==> src/rtl/rca_seq_pkg.sv <==
// Shared types and constants for the
// nibble-serial ripple-carry add/sub unit.
package rca_seq_pkg;

  typedef enum logic [1:0] {
    IDLE,
    RUN,
    DONE
  } state_t;

  localparam int NIBBLE_W = 4;

  localparam logic OP_ADD = 1'b0;
  localparam logic OP_SUB = 1'b1;

endpackage

==> src/rtl/rca_seq_addsub_nibble.sv <==
// addsub_nibble: 4-bit gate-level full-adder chain with b inversion for subtract.
// Ports: a, b (4b), cin, op in; s (4b), cout, c_msb_in (carry into bit 3) out.
module addsub_nibble
  import rca_seq_pkg::*;
(
  input  logic [NIBBLE_W-1:0] a,
  input  logic [NIBBLE_W-1:0] b,
  input  logic                cin,
  input  logic                op,
  output logic [NIBBLE_W-1:0] s,
  output logic                cout,
  output logic                c_msb_in
);

  logic [NIBBLE_W-1:0] bx;
  logic [NIBBLE_W:0]   cy;

  assign bx    = b ^ {NIBBLE_W{op}};
  assign cy[0] = cin;

  for (genvar i = 0; i < NIBBLE_W; i++) begin : g_fa
    logic p;
    assign p       = a[i] ^ bx[i];
    assign s[i]    = p ^ cy[i];
    assign cy[i+1] = (a[i] & bx[i]) | (cy[i] & p);
  end

  assign cout     = cy[NIBBLE_W];
  assign c_msb_in = cy[NIBBLE_W-1];

endmodule

==> src/rtl/rca_seq.sv <==
// rca_seq: sequential add/sub, one 4-bit slice per cycle, valid/ready on both sides.
// Ports: clk, rst, in_valid/in_ready, a, b, op, out_valid/out_ready, s, c, v, z, busy.
module rca_seq
  import rca_seq_pkg::*;
#(
  parameter int NIBBLES = 4
) (
  input  logic                   clk,
  input  logic                   rst,
  input  logic                   in_valid,
  output logic                   in_ready,
  input  logic [4*NIBBLES-1:0]   a,
  input  logic [4*NIBBLES-1:0]   b,
  input  logic                   op,
  output logic                   out_valid,
  input  logic                   out_ready,
  output logic [4*NIBBLES-1:0]   s,
  output logic                   c,
  output logic                   v,
  output logic                   z,
  output logic                   busy
);

  localparam int W  = NIBBLE_W * NIBBLES;
  localparam int IW = $clog2(NIBBLES);

  state_t              state;
  logic [W-1:0]        a_q;
  logic [W-1:0]        b_q;
  logic                op_q;
  logic [IW-1:0]       idx;
  logic                carry;

  logic [NIBBLE_W-1:0] sl_a;
  logic [NIBBLE_W-1:0] sl_b;
  logic [NIBBLE_W-1:0] sl_s;
  logic                sl_cout;
  logic                sl_c3;
  logic [W-1:0]        s_nx;
  logic                last;

  assign sl_a = a_q[{idx, 2'b00} +: NIBBLE_W];
  assign sl_b = b_q[{idx, 2'b00} +: NIBBLE_W];
  assign last = (idx == IW'(NIBBLES - 1));

  addsub_nibble u_nib (
    .a        (sl_a),
    .b        (sl_b),
    .cin      (carry),
    .op       (op_q),
    .s        (sl_s),
    .cout     (sl_cout),
    .c_msb_in (sl_c3)
  );

  // Full word with the current slice merged in; z needs the whole result
  // on the final slice before s itself is updated.
  always_comb begin
    s_nx = s;
    s_nx[{idx, 2'b00} +: NIBBLE_W] = sl_s;
  end

  always_ff @(posedge clk) begin
    if (rst) begin
      state <= IDLE;
      a_q   <= '0;
      b_q   <= '0;
      op_q  <= 1'b0;
      idx   <= '0;
      carry <= 1'b0;
      s     <= '0;
      c     <= 1'b0;
      v     <= 1'b0;
      z     <= 1'b0;
    end else begin
      unique case (state)
        IDLE: begin
          if (in_valid) begin
            a_q   <= a;
            b_q   <= b;
            op_q  <= op;
            idx   <= '0;
            carry <= op;
            state <= RUN;
          end
        end
        RUN: begin
          s     <= s_nx;
          carry <= sl_cout;
          idx   <= idx + 1'b1;
          if (last) begin
            c     <= sl_cout ^ op_q;
            v     <= sl_c3 ^ sl_cout;
            z     <= (s_nx == '0);
            idx   <= '0;
            state <= DONE;
          end
        end
        DONE: begin
          if (out_ready) state <= IDLE;
        end
        default: state <= IDLE;
      endcase
    end
  end

  assign in_ready  = (state == IDLE);
  assign out_valid = (state == DONE);
  assign busy      = (state != IDLE);

endmodule

==> config.mk <==
export PLATFORM = sky130hd
export DESIGN_NAME = rca_seq
export DESIGN_NICKNAME = d
export VERILOG_FILES = /design/src/rtl/rca_seq_pkg.sv /design/src/rtl/rca_seq_addsub_nibble.sv /design/src/rtl/rca_seq.sv
export SDC_FILE = /design/constraint.sdc
export NUM_CORES = 1
export LEC_CHECK = 0
export CORE_AREA = 5 5 110 112
export DETAILED_ROUTE_END_ITERATION = 7
export DIE_AREA = 0 0 115 117
export PLACE_DENSITY_LB_ADDON = 0.05
export SLEW_MARGIN = 15
export SYNTH_ARGS = -nofsm -noshare
export SYNTH_HDL_FRONTEND = slang
export SYNTH_SLANG_ARGS = --single-unit
==> constraint.sdc <==
create_clock -name clk -period 3.22 [get_ports clk]
set_clock_uncertainty 0.1 [all_clocks]
set_input_delay 0.644 -clock clk [delete_from_list [all_inputs] [get_ports clk]]
set_output_delay 0.644 -clock clk [all_outputs]
set_load 0.01 [all_outputs]
==> summary.md, run 1 <==
| Metric | Value |
|---|---|
| Antenna Cells | 0 |
| Most common cell after layout, fill and taps aside | nand2_1 |
| Post-DP HPWL | 5.51 mm |
| DRC | 0 |
| CP cell instances | mux4_2 > xor2_2 > fa_2 > inv_2 > fa_2 > fa_2 > inv_2 > fa_2 > inv_2 > a21oi_1 > a2111o_1 > o21ai_1 |
| Fin nets | 421 |
| Worst EP arrival | between 3 and 4 ns |
| Pin count of the biggest net entering global routing | 38 |
| Starting Density | 0.239 |
| Synth area leader | dfxtp_1 |
| Fin crit share | 1.05 |
| CTS sink cnt | between 50 and 60 |
| Synth unique cells | 36 |
| RSZ-0062 raised after global routing | true |
| Cell repeated most along the worst path | fa_2 |
| TritonCTS Buffers | 9 |
| Die area | 13500 sq um |
| WL/cell | 14.5 um |
| Synth top area cells | dfxtp_1, nand2_1, a21oi_1 |
| GRT Util Overall | 0.117 |
| Outcome | finished, violations left |
| Worst-path clk slew | around 0.05 ns |
| Row count | 39 |
| Cts hold-fix bufs | 0 |
| Grt ovf | 0 |
| Later-pin clock latency in the skew report | 0.32 ns |
| Failing checks | setup timing |
| TritonCTS clock tree | done |
| Setup crit start kind | flip-flop |
| Slowest-stage cell, CP | mux4_2 |
| Vias | 2344 |
| VDD IR max | 269 uV |
| Count of state elements after synthesis | 57 |
| Leakage | 0.00137 uW |
| CP required | ~3.4 ns |
| Worst R2R Start | idx[0] |
| Setup TNS | -0.430 ns |
| Syn Area/Cell | roughly 8.6 sq um |
| Area of the mapped netlist | 2650 sq um |
| Seq/Total Area, Yosys | 0.430 |
| Share of cells above drive strength 1 | 0.145 |
| Via count of the first global-routing pass | 2454 |
| HP Class | flip-flop to flip-flop |
| Final Max Slew Viols | 0 |
| Crit path buf inv count | 3 |
| Port bufs | 58 |
| Area grow syn2layout | 42.4% |
| Die height | 117 um |
| First-pass GRT wire length | ~12 mm |
| Worst Setup SP | idx[0] |
| H-Tree Depth | 3 |
| Critical path class | flip-flop to flip-flop |
| Power Density | 550 nW/um^2 |
| Post-Route WL | about 7.6 mm |
| Initial antenna violation count | 0 |
| Die width | 115 um |
| Fillcell total | 1203 |
| Worst setup margin | -0.169 ns |
| Antenna viol nets, final | 0 |
| Fin Hold WS | around 0.35 ns |
| Commonest cells after routing, fill and taps aside | nand2_1, clkdlybuf4s50_1, dfxtp_1 |
| Gpl congestion | around 0.77 |
| Root Driver | clkbuf_16 |
| Setup violators final | 4 |
| Final hold vios | 0 |
| Worst path top cell family by delay | adder cells |
| Number of max-cap violations | 0 |
| Critical path capture point type | flip-flop |
| Synthesized instance count | ~310 |
| YS warnings | 0 |
| Crit Path Max Fanout | 5 |
| Post-synth top area share | 0.430 |
| Relative slew slack | 0.634 |
| Initial detailed-routing violation count | 54 |
| Router iterations before antenna repair | 4 |
| Mapped Nets | ~360 |
| Worst hold start | v |
| IO Count | 59 |
| Slew of the pin with the lowest slew margin | 0.549 ns |
| Fin crit period | approximately 3.4 ns |
| Core area | 11100 sq um |
| Crit-path max cell delay | 0.52 ns |
| Number of vias per cell | 4.49 |
| Fmax achieved | about 300 MHz |
| CTS Buffer Depth | 2 |
==> power by group <==
group | internal [uW] | switching (uW)
clock network | 613 | 334
registers | 740 | 20.7
logic | 193 | 179
total | 1550 | 533
==> tightest hold or removal path, stage by stage (launching register included) <==
cell     delay (ns)
dfxtp_1        0.31
nand2_1        0.05
a21oi_1        0.05
==> cells in the mapped netlist <==
library cell  instances
and2_1                2
mux2i_1               1
o32a_1                2
nor2b_1               2
nor2_1               20
clkbuf_1             10
nand3b_1              4
nand3_1               5
or4_4                 1
o21ai_1               1
nand2_1              77
nor3b_1               1
ha_1                  6
a22oi_1               5
inv_1                10
or3_1                 2
o21ai_0               1
a21oi_1              40
a31oi_1               3
o2111ai_1             2
buf_4                 1
xor2_1                3
dfxtp_1              57
a2bb2oi_1             9
nor3_1                6
mux4_2                8
o32ai_1               1
fa_1                  4
buf_6                 1
nand2b_1              5
buf_2                 8
nor4_1                3
a2111o_1              1
a211oi_1              2
xnor2_1               3
and2b_1               1
==> per-stage QoR <==
step	instances	area (sq um)	setup slack, ns	total power, uW	utilization
finish	522	3780	-0.169	2080	0.340
detailed placement	503	3420	-0.195	1120	0.308
CTS	520	3740	-0.133	2090	0.336
global route	522	3780	-0.304	2180	0.340
global placement	503	3420	-0.140	1120	0.308
floorplan	308	2670	-0.144	976	-
==> cell type report <==
type | instances | area (sq um) | area share
Timing Repair Buffer | 75 | 711 | 0.188
Multi-Input combinational cell | 221 | 1410 | 0.374
Clock buffer | 10 | 239 | 0.0632
Sequential cell | 57 | 1140 | 0.302
Tap cell | 143 | 179 | 0.0474
Clock inverter | 6 | 57.6 | 0.0152
Inverter | 10 | 37.5 | 0.00993
==> logic make-up (layout without fill, tap and decap cells) <==
kind of cell | count (synthesis) | in the layout | synth area share
multiplexers | 9 | 9 | 0.0717
flip-flops | 57 | 57 | 0.430
AND/OR/NAND/NOR | 129 | 129 | 0.212
buffers and inverters | 30 | 101 | 0.0505
adder cells (fa/ha/maj) | 10 | 10 | 0.0585
XOR/XNOR | 6 | 6 | 0.0198
AO/OA/AOI/OAI | 67 | 67 | 0.157
==> final timing paths <==
| path | end | slack [ns] | cells past startpoint |
|---|---|---|---|
| setup / recovery | z | -0.17 | 12 |
| hold / removal | v | 0.35 | 2 |
| setup reg to reg | z | -0.17 | 12 |
| hold reg to reg | v | 0.35 | 2 |
==> repair_timing <==
action / 4_1_cts / 5_1_grt
setup buffers: 1 / 2
pin swaps: 1 / 5
gates resized for setup: 2 / 9
setup endpoints to repair: 2 / 5
==> registers in the layout, indices dropped and copies added, names as in the netlist <==
signal	cells
s	16
b_q	16
v	1
c	1
op_q	1
state	2
carry	1
a_q	16
idx	2
z	1
==> layer usage <==
metal	GRT usage	vias up	share of wire
met5	0	-	0
met4	0.0438	0	0.014
met3	0.0350	9	0.038
met2	0.194	41	0.49
met1	0.143	1107	0.46
li1	-	1187	-
(Power assumes the default switching activity.)
==> run 2: changes to the inputs <==
- CORE_AREA: 5 5 110 112 -> 2 2 107 109
- DIE_AREA: 0 0 115 117 -> 0 0 109 111
==> summary.md, run 2 (same netlist as run 1, synthesis figures left out) <==
| Metric | Value |
|---|---|
| Initial detailed-routing violation count | between 50 and 60 |
| Post-DP HPWL | 5.38 mm |
| Post-Route WL | around 7.5 mm |
| Setup violators final | 1 |
| Die width | 109 um |
| Relative slew slack | 0.636 |
| Router iterations before antenna repair | 4 |
| Port bufs | 58 |
| HP Class | flip-flop to flip-flop |
| Area grow syn2layout | 42.0% |
| Post-route cell area | ~3800 sq um |
| CTS sink cnt | 57 |
| Antenna viol nets, final | 0 |
| Critical path capture point type | flip-flop |
| Number of max-cap violations | 0 |
| Initial antenna violation count | 0 |
| Dpl cell area | 3430 sq um |
| Die height | 111 um |
| Gpl congestion | 0.763 |
| Leakage | 0.00135 uW |
| Power Density | 551 nW/um^2 |
| Final hold vios | 0 |
| Outcome | finished, violations left |
| Worst EP arrival | 3.48 ns |
| IO Count | between 50 and 60 |
| GRT Util Overall | 0.132 |
| Critical path class | flip-flop to flip-flop |
| Fin crit period | about 3.3 ns |
| Antenna Cells | 0 |
| Starting Density | 0.240 |
| Via count of the first global-routing pass | about 2400 |
| Most common cell after layout, fill and taps aside | nand2_1 |
| Final Max Slew Viols | 0 |
| Failing checks | setup timing |
| Pin count of the biggest net entering global routing | 38 |
| WL/cell | 14.4 um |
| Commonest cells after routing, fill and taps aside | nand2_1, clkdlybuf4s50_1, dfxtp_1 |
| Power, Total | roughly 2100 uW |
| Fin nets | 419 |
| DRC | 0 |
| Die area | 12100 sq um |
| Setup TNS | -0.0961 ns |
| Setup crit start kind | flip-flop |
| Worst setup margin | -0.0961 ns |
| VDD IR max | between 200 and 250 uV |
| Fmax achieved | 302 MHz |
| Fin crit share | 1.03 |
| Final cell utilization of the core | 0.340 |
| Vias | between 2000 and 2500 |
| TritonCTS Buffers | 9 |
| Number of vias per cell | around 4.5 |
| Grt ovf | 0 |
| Crit Path Max Fanout | 4 |
| H-Tree Depth | 3 |
| Row count | 39 |
| Later-pin clock latency in the skew report | 0.33 ns |
| Slew of the pin with the lowest slew margin | ~0.55 ns |
| DP Worst Slack | -0.131 ns |
| RSZ-0062 raised after global routing | true |
| Root Driver | clkbuf_16 |
| Share of cells above drive strength 1 | 0.143 |
| First-pass GRT wire length | 12.3 mm |
| CTS Buffer Depth | 2 |
| CP required | 3.38 ns |
| TritonCTS clock tree | done |
| Core area | between 10000 and 15000 sq um |
| Worst-path clk slew | 0.05 ns |
| Biggest regs | a_q x16, b_q x16, s x16 |
## run 2: changes by cell type in the layout (fill, tap and decap cells not counted), sizes merged
cell and delta:
buf -2, clkinv -1, clkinvlp +1, inv +1
clkbuf -1
## run 2: critical path, cell delays in order (launching register included)
cell and delay, ns:
dfxtp_2 0.33, mux4_2 0.52, xor2_2 0.17, fa_2 0.21, inv_2 0.04, fa_2 0.34
fa_2 0.36, inv_2 0.06, fa_2 0.46, inv_2 0.08, a21oi_2 0.05, a2111o_1 0.42
o21ai_1 0.12
## run 2: area by class of cell
class / count / area, sq um
fillers: 1170 / 7310
multi-input cells: 221 / 1420
flip-flops and latches: 57 / 1140
repair buffers: 73 / 688
clock buffers: 9 / 225
well taps: 143 / 179
clock inverters: 7 / 80.1
inverters: 10 / 37.5
## run 2: final timing paths
kind | start | to | slack, ns | cells past startpoint
worst max register to register | idx[0] | z | -0.1 | 12
worst max-delay path | idx[0] | z | -0.1 | 12
worst min-delay path | b_q[8] | b_q[8] | 0.35 | 2
worst min register to register | b_q[8] | b_q[8] | 0.35 | 2
## run 2: per-layer routing
metal  share of wire  vias to the layer above  GRT usage
met4           0.013                        0     0.0487
met3           0.034                       10     0.0312
met5               0                        -          0
met1            0.47                     1108      0.170
li1                -                     1182          -
met2            0.49                       44      0.213
## run 2: where the power goes
group / switching, uW / leakage (uW) / internal (uW)
Combinational: 176 / 0.000746 / 176
Clock: 360 / 0.000142 / 604
Sequential: 20.2 / 0.000466 / 740
## run 2: per-stage QoR
step / hold slack, ns / cells
after floorplan: 0.333 / 308
after global placement: 0.342 / 504
after detailed placement: 0.348 / 504
after CTS: 0.355 / 521
after global routing: 0.368 / 520
final: 0.353 / 520
## run 2: timing repair
action | CTS | global route
gates resized for setup | 1 | 9
hold buffers | 0 | 0
pin swaps | 1 | 0
endpoints found under the setup margin | 2 | 4
buffers inserted | 1 | 0
